`src/rtl/send_pulse_scheduler.sv`:
```
// Periodic two-channel transmit scheduler: WAIT_P -> pulse/drain channel 1 -> GAP -> pulse/drain channel 2.
// Each cmd_send pulse is fixed-width, and each drain is bounded by a sticky timeout flag.
module send_pulse_scheduler #(
    parameter logic [31:0]       PERIOD     = 32'h05F5E100,
    parameter logic [31:0]       CH_GAP     = 32'h01000000,
    parameter int                PULSE_LEN  = 3,
    parameter logic [31:0]       TIMEOUT    = 32'd1_000_000,
    parameter int                ADDR_W     = 25,
    parameter logic [ADDR_W-1:0] START_ADDR = ADDR_W'(1)
) (
    input  logic              clk,
    input  logic              reset,
    input  logic              enable,
    input  logic              busy_1,
    input  logic              busy_2,
    input  logic              clr_err,
    output logic              cmd_send_1,
    output logic              cmd_send_2,
    output logic [ADDR_W-1:0] start_ram_addr,
    output logic [15:0]       sent_cnt_1,
    output logic [15:0]       sent_cnt_2,
    output logic              err_timeout_1,
    output logic              err_timeout_2,
    output logic              active,
    output logic [2:0]        dbg_state
);

    typedef enum logic [2:0] {
        IDLE    = 3'd0,
        WAIT_P  = 3'd1,
        PULSE_1 = 3'd2,
        DRAIN_1 = 3'd3,
        GAP     = 3'd4,
        PULSE_2 = 3'd5,
        DRAIN_2 = 3'd6
    } state_t;

    localparam logic [31:0] PERIOD_LAST  = PERIOD - 32'd1;
    localparam logic [31:0] GAP_LAST     = CH_GAP - 32'd1;
    localparam logic [31:0] PULSE_LAST   = 32'(PULSE_LEN - 1);
    localparam logic [31:0] TIMEOUT_LAST = TIMEOUT - 32'd1;

    state_t      state;
    state_t      next_state;
    logic [31:0] timer;
    logic        stop_req;
    logic        in_burst;
    logic        timeout_1;
    logic        timeout_2;

    assign dbg_state = state;
    assign in_burst  = (state == PULSE_1) || (state == DRAIN_1) ||
                       (state == PULSE_2) || (state == DRAIN_2);

    // A disable seen during a pulse or drain is remembered so the burst finishes before parking in IDLE.
    always_comb begin
        next_state = state;
        timeout_1  = 1'b0;
        timeout_2  = 1'b0;
        case (state)
            IDLE:    if (enable) next_state = WAIT_P;
            WAIT_P: begin
                if (!enable)                   next_state = IDLE;
                else if (timer == PERIOD_LAST) next_state = PULSE_1;
            end
            PULSE_1: if (timer == PULSE_LAST) next_state = DRAIN_1;
            DRAIN_1: begin
                if (!busy_1 || (timer == TIMEOUT_LAST)) begin
                    timeout_1  = busy_1;
                    next_state = (stop_req || !enable) ? IDLE : GAP;
                end
            end
            GAP: begin
                if (!enable)                next_state = IDLE;
                else if (timer == GAP_LAST) next_state = PULSE_2;
            end
            PULSE_2: if (timer == PULSE_LAST) next_state = DRAIN_2;
            DRAIN_2: begin
                if (!busy_2 || (timer == TIMEOUT_LAST)) begin
                    timeout_2  = busy_2;
                    next_state = (stop_req || !enable) ? IDLE : WAIT_P;
                end
            end
            default: next_state = IDLE;
        endcase
    end

    always_ff @(posedge clk) begin
        if (reset) begin
            state          <= IDLE;
            timer          <= 32'd0;
            stop_req       <= 1'b0;
            cmd_send_1     <= 1'b0;
            cmd_send_2     <= 1'b0;
            start_ram_addr <= START_ADDR;
            sent_cnt_1     <= 16'd0;
            sent_cnt_2     <= 16'd0;
            err_timeout_1  <= 1'b0;
            err_timeout_2  <= 1'b0;
            active         <= 1'b0;
        end else begin
            state          <= next_state;
            timer          <= ((next_state != state) || (next_state == IDLE)) ? 32'd0 : timer + 32'd1;
            start_ram_addr <= START_ADDR;
            cmd_send_1     <= (next_state == PULSE_1);
            cmd_send_2     <= (next_state == PULSE_2);
            active         <= (next_state != IDLE);

            if (next_state == IDLE)        stop_req <= 1'b0;
            else if (in_burst && !enable)  stop_req <= 1'b1;

            if ((next_state == PULSE_1) && (state != PULSE_1)) sent_cnt_1 <= sent_cnt_1 + 16'd1;
            if ((next_state == PULSE_2) && (state != PULSE_2)) sent_cnt_2 <= sent_cnt_2 + 16'd1;

            // A timeout landing on the same cycle as clr_err keeps the flag set.
            if (timeout_1)    err_timeout_1 <= 1'b1;
            else if (clr_err) err_timeout_1 <= 1'b0;
            if (timeout_2)    err_timeout_2 <= 1'b1;
            else if (clr_err) err_timeout_2 <= 1'b0;
        end
    end

endmodule

```
`config.mk`:
```
export PLATFORM = sky130hd
export DESIGN_NAME = send_pulse_scheduler
export DESIGN_NICKNAME = d
export VERILOG_FILES = /design/src/rtl/send_pulse_scheduler.sv
export SDC_FILE = /design/constraint.sdc
export NUM_CORES = 1
export LEC_CHECK = 0
export CAP_MARGIN = 10
export CORE_MARGIN = 2
export CORE_UTILIZATION = 30
export DETAILED_ROUTE_END_ITERATION = 10
export GPL_ROUTABILITY_DRIVEN = 1
export PLACE_DENSITY = 0.62
export SYNTH_ARGS = -nofsm -noshare
export SYNTH_HDL_FRONTEND = slang
export SYNTH_SLANG_ARGS = --single-unit
```
`constraint.sdc`:
```
create_clock -name clk -period 3.7 [get_ports clk]
set_input_delay 0.555 -clock clk [delete_from_list [all_inputs] [get_ports clk]]
set_output_delay 0.555 -clock clk [all_outputs]
set_load 0.02 [all_outputs]
```
After elaboration in Yosys (flattened, before gate mapping)
Index checks and enable logic that the tools add are counted. Widths: inputs -> output; s select.

Bits in registers: 73. Input bits: 6. Output and inout bits: 65. Word-level logic and storage cells: 67.

Add/subtract/negate cells: 3. Equality and inequality tests: 15. Multiplexer cells: 19. Reduce and logical (&&, ||, !) cells: 20.

Operators by type and width (number): $add 16x1->16 const B (2); $add 32x1->32 const B (1); $eq 32x2->1 const B (1); $eq 32x20->1 const B (1); $eq 32x24->1 const B (1); $eq 32x27->1 const B (1); $mux 3 (10); $pmux 3 s7 (1); $eq 3x3->1 const B (4); $eq 3x2->1 const B (3); $mux 1 (8); $logic_or 1x1->1 (7); $logic_not 3->1 (2); $reduce_bool 2->1 (2); $reduce_or 2->1 (2); $eq 3x1->1 const B (1); $logic_and 1x1->1 (3); $logic_not 1->1 (3); $ne 3x2->1 const B (1); $ne 3x3->1 (1); $ne 3x3->1 const B (1); $reduce_bool 3->1 (1).

Longest topological paths before layout
Depth after elaboration: 8. Gate-level depth with buffers: 10. Gate-level depth less buffers: 9.

Worst setup path before layout
No wires, ideal clock.

Path kind: register to register. Start: reg timer[1]. End: reg stop_req. Library setup time: 0.133 ns. Data arrival time: 2.597 ns. Data required time: 3.567 ns. Setup slack: 0.970 ns. Cell stages (with the launch flop): 9. Buffers on the path: 0. Period minus slack after synthesis: 2.730 ns. Cell sequence: dfxtp_1 -> ha_1 -> nand4_1 -> or4_4 -> or3_4 -> and2_4 -> or4_4 -> nor3_1 -> nor3_1.

Longest elaborated chain between the ends: 6. Elaborated cells between the ends (all ways): 17. Classes of those cells: eq/ne: 4; mux: 9; reduce/logical: 4.

RTL lines: start, declared (RTL line 45) `logic [31:0] timer;`; start signal, assigned (RTL line 103) `timer <= ((next_state != state) || (next_state == IDLE)) ? 32'd0 : timer + 32'd1;`; $eq 32x24->1, or another cell as far along (RTL line 75) `else if (timer == GAP_LAST) next_state = PULSE_2;`; $mux 3, or another cell as far along (RTL line 75); $mux 3 (on tied branches); $pmux 3 s7 * (RTL line 60) `case (state)`; $logic_not 3->1 * (RTL line 109) `if (next_state == IDLE) stop_req <= 1'b0;`; $reduce_or 2->1 (no line) *; end signal, assigned (RTL line 92) `stop_req <= 1'b0;`; end signal, assigned (RTL line 109); end signal, assigned (RTL line 110) `else if (in_burst && !enable) stop_req <= 1'b1;`; end, declared (RTL line 46) `logic stop_req;`.

Mark *: on every way between the ends. The rest lies on a longest branch, timed or not. A chain may end at the register's enable or synchronous reset.

Final worst setup path
Start: reg timer[1]. End: reg timer[11].

Longest elaborated chain between the ends: 7. Elaborated cells between the ends (all ways): 20. Classes of those cells: add/sub: 1; eq/ne: 5; mux: 9; reduce/logical: 5.

RTL lines (RTL line): $eq 32x24->1, or another cell as far along (75); $mux 3, or another cell as far along (75); $mux 3 (on tied branches); $pmux 3 s7 (60); $ne 3x3->1 or $logic_not 3->1 (tied branches) (103); $logic_or 1x1->1 (103); $reduce_or 2->1 (no line).

Several ways; a longest one is shown, not always the timed one.

==> reports/metrics.yaml <==
status:
  status: "finished clean"
cts:
  ctsResizeCount: 0
  clk_latency_ps: 330
  ctsHoldBuffers: 0
  clk_path_buf_depth: 2
  cts_tree: "yes"
  cts_setup_buffers: 0
  cts_sinks: 73
  htree_levels: 3
  cts_made_buffers: 9
  clk_pin_slew_ps: 60
  clockRootBuffer: "clkbuf_16"
grt:
  grt_pass1_wl_um: 14370
  grt_use_total_pct: 13.32
  grt_max_degree: 42
  gr-total-overflow: 0
  grt_pass1_vias: 3051
  antenna_found_initial: 0
sta:
  period_needed_ps: 3091
  rsz0062_at_grt: "no"
  finalHoldViolations: 0
  finalMaxSlewViolations: 0
  layout_setup_ws_ps: 609.0
  worst_hold_slack_ps: 502.2
  period_share_pct: 83.54
  setup-violations-final: 0
  skew_ps: 9.422
  relSlewSlack_pct: 37.67
  setup_tns_ps: 0
  fmax_mhz: 323.5
  worst_slew_pin_slew_ps: 926.4
floorplan:
  start_util_pct: 30.58
  row_count: 41
  ioPinCount: 71
  dieArea_um2: 13730
  die_w_um: 117.2
  chipHeight_um: 117.2
  coreArea_um2: 12570
logic_synthesis:
  ys_types: 39
  synth_simple_gate_area_share_pct: 31.45
  ys.flop_type: "dfxtp_1"
  synth_top_area_cell: "dfxtp_1"
  synth-seq-cells: 73
  synth_edf_count: 0
  seq_area_frac_synth_pct: 38.02
  synth_fa_ha_area_share_pct: 1.302
  yosys_warnings: 0
  synthArstFlopShare_pct: 0
  synth.avg_cell_area_um2: 8.041
  synth_compound_area_share_pct: 9.049
  synth_top_family_by_area: "simple AND/OR/NAND/NOR gates"
  syn-cell-area_um2: 3844
  synth.area.mux_share_pct: 0.5208
  synth_top_area_share_pct: 38.02
  postSynthCellCount: 478
  ys_top_cells_by_area: "dfxtp_1, xnor2_1, a21oi_1, nand2_1, buf_4"
  synthXorXnorAreaFrac_pct: 11.17
critical_path:
  critical_path_class: "register to register"
  max_stage_delay_ps: 600
  cp-start-kind: "register"
  crit_fanout: 32
  crit_top_cell: "or4_4"
  cp-end-kind: "register"
  critical-path-slowest-cell: "or4_4"
  crit_start: "timer[1]"
  worst_ep_arrival_time_ps: 3290
  r2r_cells: 8
  rr_startpoint: "timer[1]"
  critPathBufInv: 0
  cp.required_ps: 3900
  critical-path-top-delay-family: "simple AND/OR/NAND/NOR gates"
  path_depth: 8
  crit_path_cell_trace: "ha_1 -> nand4_1 -> or4_4 -> or3_4 -> and2_4 -> or4_4 -> nand2_4 -> a21oi_1"
routing:
  wire_per_inst_um: 12.80
  routed_via_density: 4.852
  firstDrtPassIters: 4
  dr_total_vias: 3367
  totalWireLength_um: 8883
  drc: 0
  postRouteAntennaNets: 0
  drtIter0Drc: 273
pwr:
  comb_power_share_pct: 3.4
  peakVddDrop_mv: 0.2004
  p_leak_nw: 1.617
  p_sw_w: 0.0003958
  clkPwrFrac_pct: 52.5
  p_per_area_nw_per_um2: 383.4
  p_int_w: 0.001396
  p_sw_share_pct: 22.09
  seq_power_share_pct: 44.1
hold_path:
  hp-start: "sent_cnt_2[13]"
  hp-class: "register to register"
  hold_path_depth: 2
final_layout:
  drive_above_1_share_pct: 5.939
  nNetsFinal: 527
  n_antenna_cell: 0
  fill_cells: 1263
  synthToLayoutAreaGrowth_pct: 21.58
placed_design:
  post-place-ws_ps: 463.1
  hpwl_um: 6313
  place_congestion: 0.8330
  portBuffers: 45
flow_run:
  max-cap-violations: 0
==> logic make-up after synthesis <==
kind of cell               Yosys count
AOI/OAI and AO/OA                   66
xor gates and xnor gates            49
adders and majority gates            4
buffers and inverters               53
DFF                                 73
muxes                                2
other                                2
and+or+nand+nor                    229
==> cells in the final DEF (no fill, tap or decap), types with 3 or more instances in the layout <==
cell,instances
nor4_1,10
a21oi_1,47
nor2_1,43
inv_1,9
and4_1,7
a211o_1,3
and3_1,10
nand4_1,20
buf_4,4
ha_1,4
nor2b_1,9
clkinv_4,3
clkbuf_16,9
o21ai_0,13
xor2_1,20
xnor2_1,29
or3_1,13
nand3_1,27
nor3_1,14
and2_1,5
clkdlybuf4s50_1,45
nand2_1,54
conb_1,25
dfxtp_1,73
==> flip-flops by register name, summed over array words and instances, names as in the netlist, 3 cells and up <==
name and count:
timer 32, sent_cnt_1 16, sent_cnt_2 16, dbg_state 3
==> cells in the mapped netlist (2+ instances only) <==
library cell   n
dfxtp_1       73
nand2_1       54
a21oi_1       47
nor2_1        43
xnor2_1       29
nand3_1       27
buf_4         25
nand4_1       20
xor2_1        20
nor3_1        15
clkbuf_1      13
o21ai_0       13
or3_1         13
and3_1        10
nor4_1        10
inv_1          9
nor2b_1        9
and4_1         7
and2_1         5
ha_1           4
a211o_1        3
buf_2          3
buf_6          3
conb_1         2
mux2i_1        2
nor3b_1        2
nor4_2         2
nor4b_1        2
or2_2          2
or4_4          2
==> final cells by class <==
type	instances	area (um2)	area share, %
Clock inverter	7	102.6	2.195
Multi-Input combinational cell	375	2155	46.10
Clock buffer	9	225.2	4.819
Timing Repair Buffer	49	480.5	10.28
Inverter	9	33.78	0.7229
Sequential cell	73	1461	31.27
Tap cell	172	215.2	4.605
==> worst reg2reg max path: cells and delay by family, from the launching register on <==
kind / cells / cell delay (ps)
adders and majority gates: 1 / 260
and+or+nand+nor: 6 / 2170
DFF: 1 / 380
AOI/OAI and AO/OA: 1 / 150
==> worst paths after layout <==
check | to | slack, ps
worst min register to register | sent_cnt_2[13] | 500
worst max-delay path | timer[11] | 610
worst min-delay path | sent_cnt_2[13] | 500
worst max register to register | timer[11] | 610
==> per-layer routing <==
layer | vias to the layer above | track usage [%] | wire length (um)
li1 | 1696 | - | -
met1 | 1560 | 16.58 | 3973
met2 | 98 | 21.57 | 4214
met3 | 13 | 3.038 | 461
met4 | 0 | 6.824 | 233
met5 | - | 0 | 0
==> power by group through the flow <==
stage | clock network (W) | registers [W] | logic (W)
6_report | 0.000941 | 0.000790 | 0.0000608
5_1_grt | 0.00100 | 0.000790 | 0.0000678
4_1_cts | 0.000967 | 0.000790 | 0.0000607
3_5_place_dp | 0 | 0.000808 | 0.0000606
3_3_place_gp | 0 | 0.000808 | 0.0000601
2_1_floorplan | 0 | 0.000807 | 0.0000669
==> through the flow <==
stage                     instance area [um2]  power (W)  utilization (%)  std cells
final                                    4673   0.001792            37.18        694
after global routing                     4673   0.001862            37.18        694
after CTS                                4673   0.001818            37.18        694
after detailed placement                 4345  0.0008683            34.57        678
after global placement                   4345  0.0008677            34.57        678
after floorplan                          3930  0.0008739                -        501
Power figures use the tool's default switching activity.
